[config.mk]
export PLATFORM = sky130hd
export DESIGN_NAME = p_s
export DESIGN_NICKNAME = d
export VERILOG_FILES = /design/src/rtl/p_s_pkg.sv /design/src/rtl/p_s_bank.sv /design/src/rtl/p_s.sv
export SDC_FILE = /design/constraint.sdc
export NUM_CORES = 2
export LEC_CHECK = 0
export CORE_ASPECT_RATIO = 1.2
export CORE_MARGIN = 5
export CORE_UTILIZATION = 35
export DETAILED_ROUTE_END_ITERATION = 10
export REMOVE_ABC_BUFFERS = 1
export SYNTH_ARGS = -nofsm -noshare
export SYNTH_HDL_FRONTEND = slang
export SYNTH_HIERARCHICAL = 1
export SYNTH_SLANG_ARGS = --single-unit
export TNS_END_PERCENT = 50
[constraint.sdc]
create_clock -name clk -period 20.3 [get_ports clk]
set_input_delay 4.06 -clock clk [delete_from_list [all_inputs] [get_ports clk]]
set_output_delay 4.06 -clock clk [all_outputs]
set_load 0.02 [all_outputs]
[src/rtl/p_s_pkg.sv]
// Shared constants and helpers for the p_s parallel-to-serial converter.
// N must be a power of two so that bank addresses are simply {lane, column}.
package p_s_pkg;

  localparam int W      = 34;
  localparam int N      = 4;
  localparam int COL_W  = $clog2(N);
  localparam int IDX_W  = $clog2(N*N);
  localparam int LANE_W = IDX_W - COL_W;
  localparam int BLK_W  = N*W;

  localparam logic [COL_W-1:0] COL_LAST = COL_W'(N-1);
  localparam logic [IDX_W-1:0] IDX_LAST = IDX_W'(N*N-1);

  function automatic logic [W-1:0] lane(input logic [BLK_W-1:0] beat, input int j);
    return beat[W*j +: W];
  endfunction

endpackage

[src/rtl/p_s_bank.sv]
// One N*N-word block buffer: written a column (N lanes) at a time,
// read one word at a time by row-major index.
module p_s_bank
  import p_s_pkg::*;
(
  input  logic             clk,
  input  logic             rst,
  input  logic             i_we,
  input  logic [COL_W-1:0] i_col,
  input  logic [BLK_W-1:0] i_beat,
  input  logic [IDX_W-1:0] i_idx,
  output logic [W-1:0]     o_word
);

  logic [W-1:0] r_mem [N*N];

  // lane j of column c is word R(c + N*j), i.e. address {j, c}
  always_ff @(posedge clk or posedge rst) begin
    if (rst) begin
      for (int i = 0; i < N*N; i++) r_mem[i] <= '0;
    end else if (i_we) begin
      for (int j = 0; j < N; j++) r_mem[{LANE_W'(j), i_col}] <= lane(i_beat, j);
    end
  end

  assign o_word = r_mem[i_idx];

endmodule

[src/rtl/p_s.sv]
// Double-buffered parallel-to-serial converter: N column beats in, N*N words out.
// One bank fills while the other drains; full[] is the only hand-off between sides.
module p_s
  import p_s_pkg::*;
(
  input  logic             clk,
  input  logic             rst,
  input  logic             p_s_flag_in,
  input  logic [BLK_W-1:0] data_in_1,
  output logic             in_ready,
  output logic [W-1:0]     data_out_1,
  output logic             p_s_flag_out,
  input  logic             out_ready,
  output logic             out_last
);

  logic             r_wb;
  logic             r_rb;
  logic [1:0]       r_full;
  logic [COL_W-1:0] r_col;
  logic [IDX_W-1:0] r_idx;

  logic             w_acc_in;
  logic             w_acc_out;
  logic             w_blk_in_done;
  logic             w_blk_out_done;
  logic [W-1:0]     w_word0;
  logic [W-1:0]     w_word1;

  assign in_ready       = !r_full[r_wb];
  assign p_s_flag_out   = r_full[r_rb];
  assign w_acc_in       = p_s_flag_in && in_ready;
  assign w_acc_out      = p_s_flag_out && out_ready;
  assign w_blk_in_done  = w_acc_in && (r_col == COL_LAST);
  assign w_blk_out_done = w_acc_out && (r_idx == IDX_LAST);
  assign data_out_1     = r_rb ? w_word1 : w_word0;
  assign out_last       = p_s_flag_out && (r_idx == IDX_LAST);

  p_s_bank u_bank0 (
    .clk    (clk),
    .rst    (rst),
    .i_we   (w_acc_in && !r_wb),
    .i_col  (r_col),
    .i_beat (data_in_1),
    .i_idx  (r_idx),
    .o_word (w_word0)
  );

  p_s_bank u_bank1 (
    .clk    (clk),
    .rst    (rst),
    .i_we   (w_acc_in && r_wb),
    .i_col  (r_col),
    .i_beat (data_in_1),
    .i_idx  (r_idx),
    .o_word (w_word1)
  );

  // Set and clear never hit the same bit: a write needs !full[wb], a block end needs full[rb].
  always_ff @(posedge clk or posedge rst) begin
    if (rst) begin
      r_wb   <= 1'b0;
      r_rb   <= 1'b0;
      r_full <= 2'b00;
      r_col  <= '0;
      r_idx  <= '0;
    end else begin
      if (w_acc_in) begin
        r_col <= r_col + 1'b1;
        if (w_blk_in_done) begin
          r_full[r_wb] <= 1'b1;
          r_wb         <= !r_wb;
        end
      end
      if (w_acc_out) begin
        r_idx <= r_idx + 1'b1;
        if (w_blk_out_done) begin
          r_full[r_rb] <= 1'b0;
          r_rb         <= !r_rb;
        end
      end
    end
  end

endmodule
# == Word level (Yosys, flattened, before mapping) ==
# Cells that the tools add are included.
# classes
n_lt_le_gt_ge,13
eq_ne,2
addsub,2
reduce_logical,18
muxes,35
bitwise,8
# op_table
operator,n
bitwise mux 544 bit,8
demux 34 bit (select 4 bit),4
2-to-1 mux 34 bit,9
binary-select mux 34 bit (select 4 bit),2
greater-or-equal comparator 5 bit (second input constant),5
less-than comparator 5 x 1 -> 1 bit (second input constant),4
inverter 4 -> 5 bit,3
logical AND 1 bit,13
2-to-1 mux 2 bit,4
2-to-1 mux 1 bit,6
inverter 2 -> 5 bit,1
inverter 3 -> 5 bit,1
adder 4 x 1 -> 4 bit (second input constant),1
equality test 4 bit (second input constant),1
less-than comparator 1 x 2 -> 1 bit (second input constant),2
AND reduction 2 bit,2
logical NOT 1 bit,3
adder 2 x 1 -> 2 bit (second input constant),1
bitwise AND 2 bit,1
demux 1 bit (select 1 bit),2
equality test 2 bit (second input constant),1
greater-or-equal comparator 1 bit (second input constant),2
inverter 2 bit,1
OR 2 bit,1
# totals
output_inout_bits,37
inputBits,140
reg_bits,1098

# == Logic depth before layout (Yosys ltp) ==
# logic_depth
ltp_word,10
ltp_mapped,7
ltp_nobuf,4

# == Hierarchy ==
# Netlist, hierarchy kept.
# by_module_without_submodules
module,seq_area_each_um2,n_inst,cells_per_inst,area_each_um2
p_s_bank,13613.1,2,1440,24029.3
p_s,250.2,1,79,894.6

# == Least setup slack after synthesis ==
# OpenSTA, ideal clock, no wires.
# synth_path
kind,register -> output
start,register r_idx[0]
end,output port data_out_1[0]
required_ns,16.240
stages_incl_launch_ff,7
arrival_ns,1.941
slack_ns,14.299
n_path_buf,2
cell_sequence,dfrtp_1 > buf_2 > buf_2 > mux4_2 > a22oi_1 > nand2_1 > mux2_2
# synth_between
elab_chain_cells,5
elab_cells_between_ends,8
cone_classes,mux (7); bitwise (1)
# synth_rtl
item,line_no,text
from (decl),p_s.sv:21,logic [IDX_W-1:0] r_idx;
from (signal assigned),p_s.sv:76,r_idx <= r_idx + 1'b1;
inverter 4 -> 5 bit (not written as such),p_s_bank.sv:26,assign o_word = r_mem[i_idx];
binary-select mux 34 bit (select 4 bit),p_s_bank.sv:26,
2-to-1 mux 34 bit (not written as such) (2 in a row),p_s_bank.sv:26,
via w_word1[0],p_s.sv:28,logic [W-1:0] w_word1;
2-to-1 mux 34 bit,p_s.sv:36,assign data_out_1 = r_rb ? w_word1 : w_word0;
to (decl),p_s.sv:11,"output logic [W-1:0] data_out_1,"
# The timed path passes the listed nets, and every way through them passes these cells. The select of a mux whose other input is x is not followed.

# == Final worst setup path ==
# layout_path
start,register r_idx[0]
end,output port data_out_1[29]
# layout_between
elab_chain_cells,5
elab_cells_between_ends,8
cone_classes,mux (7); bitwise (1)
# layout_rtl
item,line_no,text
inverter 4 -> 5 bit (not written as such),p_s_bank.sv:26,
binary-select mux 34 bit (select 4 bit),p_s_bank.sv:26,
2-to-1 mux 34 bit (not written as such) (2 in a row),p_s_bank.sv:26,
via w_word0[29],p_s.sv:27,logic [W-1:0] w_word0;
2-to-1 mux 34 bit,p_s.sv:36,
# The timed path passes the listed nets, and every way through them passes these cells. The select of a mux whose other input is x is not followed.

==> impl_metrics.ini <==
[status]
status = finished clean

[logic_synthesis]
syn_inst = 2959
synth-compound-area-share_pct = 2.15
synth_simple_gate_area_share_pct = 0.902
synth-seq-cells = 1098
ys_warn_count = 6
synth_top_family_by_area = multiplexers
syn_area_um2 = 49000
syn_avg_cell_area_um2 = 16.5
synth_adder_area_share_pct = 0.0511
yosysUniqueCellTypes = 30
synthXorXnorAreaFrac_pct = 0.0716
synthMuxAreaShare_pct = 38.4
ys_seq_area_share_pct = 56.1

[floorplan]
rows = 150
die_y_um = 420
die_x_um = 351
io_pins = 177
start_util_pct = 35.2
die-area_um2 = 147000
core-area_um2 = 139000

[drt]
wl_mm = 123
vias = 26900
wl_per_cell_um = 24.6
ant_nets = 0
dr.pass1.iters = 5
post-route-drc-count = 0
drt_iter0_drc = 1297
vias_per_cell = 5.38

[sta]
period_minus_slack_ns = 9.84
period_share_pct = 48.5
maxSlewViolCount = 0
setup_viol = 0
setup_tns_ns = 0
fmax_ghz = 0.102
worst_slew_pin_slew_ns = 1.16
skew_ns = 0.0214
max-slew-margin-rel_pct = 22.6
rsz0062_at_grt = no
hold_viol = 0

[clock_tree]
clkSlewWorstSetupHoldPaths_ns = 0.06
htreeDepth = 3
cts_setup_buffers = 0
cts-buffers-inserted = 109
root_buffer = clkbuf_16
insertion_delay_ns = 0.70
cts_max_path_buffers = 3
ctsResizeCount = 0
cts_tree = built
ctsHoldBuffers = 0
cts_sinks = 1098

[critical_path]
critPathCaptureType = output pin
r2r_start = r_wb
path_common_cell = buf_4
cp_slowest_stage_delay_ns = 0.86
r2r-end = u_bank0/r_mem[269]
cp.depth = 8
cp.buffers_inverters = 4
crit_required_ns = 16.24
r2r_slack_ns = 16.53
crit_fanout = 41
crit_type = register to output pin
cp-endpoint = data_out_1[29]
reg2reg_depth = 5
cp_slowest_cell = dfrtp_4
crit_family = buffers and inverters
worstSetupStartpoint = r_idx[0]
cp_cell_sequence = buf_4 -> buf_4 -> buf_4 -> mux4_2 -> a22oi_1 -> nand2_1 -> mux2_2 -> clkdlybuf4s50_1
critical_path_arrival_ns = 5.78
startpoint_type = register

[place]
io_buffers = 176
gp_congestion = 0.698
dp_hpwl_mm = 67.7

[worst_hold_path]
hp-class = register to register

[finish]
syn_to_final_growth_pct = 14.5
drive_above_1_share_pct = 51.7
utilization_pct = 40.3
num-nets-final = 3223

[grt]
grt_pass1_vias = 29200
groute.usage.overall_pct = 16.8
grt_max_degree = 156
grt_first_pass_wirelength_mm = 190
antenna_found_initial = 20
grt_remaining_overflow = 0

[power_and_ir_drop]
power.density_nw_per_um2 = 167
ir_worst_vdd_v = 0.000131
p_leak_uw = 0.0242

[run]
cap_violations = 0
-- worst reg2reg max path: cells and delay by family (launching register included) --
kind | cells | cell delay (ns)
buffers and inverters | 2 | 1.55
DFF | 1 | 0.45
muxes | 1 | 0.45
and+or+nand+nor | 2 | 1.22
-- flip-flops by register name, indices dropped and copies added, names as in the netlist --
register and count:
u_bank0/r_mem 544, u_bank1/r_mem 544, r_rb 1, r_wb 1
r_col 2, r_full 2, r_idx 4
-- routing by layer --
| metal | share of wire [%] | vias to the layer above | routed length (µm) | GRT usage (%) |
|---|---|---|---|---|
| met5 | 0.093 | - | 115 | 0 |
| met4 | 1.8 | 18 | 2160 | 3.93 |
| met1 | 45 | 14900 | 55800 | 23.3 |
| met2 | 48 | 432 | 59600 | 27.7 |
| li1 | - | 11400 | - | - |
| met3 | 4.4 | 143 | 5480 | 3.21 |
-- cells by family after synthesis --
kind of cell	count (synthesis)
AND/OR/NAND/NOR	99
adder cells (fa/ha/maj)	2
XOR/XNOR	4
multiplexers	1398
flip-flops	1098
buffers and inverters	217
AO/OA/AOI/OAI	141
-- cell usage in the layout, fill, tap and decap left out, types with 3 or more instances in the layout --
cell	netlist	final
dfrtp_1	1098	1095
mux2_2	1123	1123
a22oi_1	136	136
diode_2	0	4
buf_4	11	46
clkbuf_16	0	112
nand2_1	71	71
dfrtp_4	0	3
clkdlybuf4s50_1	0	176
clkinv_2	0	23
clkbuf_1	42	27
mux4_2	272	272
bufinv_16	0	7
nor2_1	5	3
nand3b_1	4	4
nor2b_4	0	4
xnor2_1	4	4
inv_6	0	4
buf_12	0	3
clkbuf_8	0	24
-- Yosys cell counts --
cell	count	area, µm²
and2_1	2	12.5
buf_4	11	82.6
a31oi_1	1	6.26
o31ai_1	1	7.51
nor2_1	5	18.8
xnor2_1	4	35.0
mux4_2	272	6130
mux2_2	1123	12600
mux2_4	2	30.0
clkbuf_1	42	158
o22a_1	1	8.76
nor2b_1	4	25.0
nand3b_1	4	30.0
and3_1	2	12.5
buf_6	10	113
mux2i_1	1	10.0
dfrtp_1	1098	27500
nor3b_1	3	22.5
buf_2	143	716
and3b_2	1	10.0
nand2_2	1	6.26
inv_1	3	11.3
a22oi_1	136	1020
nand2_1	71	267
nand3_1	4	20.0
a21oi_1	1	5.00
buf_1	8	30.0
ha_1	2	25.0
o21ai_0	1	5.00
and4_1	2	17.5
-- area by class of cell --
cell class	count	area (µm²)
Fill cell	12800	83200
Sequential cell	1098	27500
Multi-Input combinational cell	1644	20500
Clock buffer	163	3230
Tap cell	1824	2280
Timing Repair Buffer	225	2170
Clock inverter	37	393
Inverter	3	26.3
Antenna cell	4	10.0
-- report_power, final --
group          switching, µW  total (µW)  leakage (µW)  internal (µW)
Combinational           1480        3520       0.00873           2040
Clock                    866        2050       0.00180           1190
Sequential               564        3810        0.0137           3250
-- through the flow --
step | std cells | hold WS [ns] | power, µW | area, µm² | worst slack [ns]
6_report | 4998 | 0.498 | 9390 | 56100 | 10.46
3_5_place_dp | 4794 | 0.487 | 7420 | 52400 | 10.95
2_1_floorplan | 2745 | 0.474 | 6720 | 47900 | 1.03
5_1_grt | 4995 | 0.505 | 9940 | 56000 | 9.92
4_1_cts | 4994 | 0.501 | 9520 | 56000 | 10.18
3_3_place_gp | 4794 | 0.481 | 7330 | 52400 | 11.00
-- how the worst min path moves through the flow --
stage	start	endpoint	cells past startpoint	slack [ns]
final	u_bank1/r_mem[458]	u_bank1/r_mem[458]	1	0.50
after global routing	u_bank1/r_mem[177]	u_bank1/r_mem[177]	1	0.50
after CTS	u_bank1/r_mem[328]	u_bank1/r_mem[328]	1	0.50
after detailed placement	u_bank1/r_mem[443]	u_bank1/r_mem[443]	1	0.49
after global placement	u_bank0/r_mem[320]	u_bank0/r_mem[320]	1	0.48
after floorplan	u_bank0/r_mem[170]	u_bank0/r_mem[170]	1	0.47
Power figures use the tool's default switching activity.
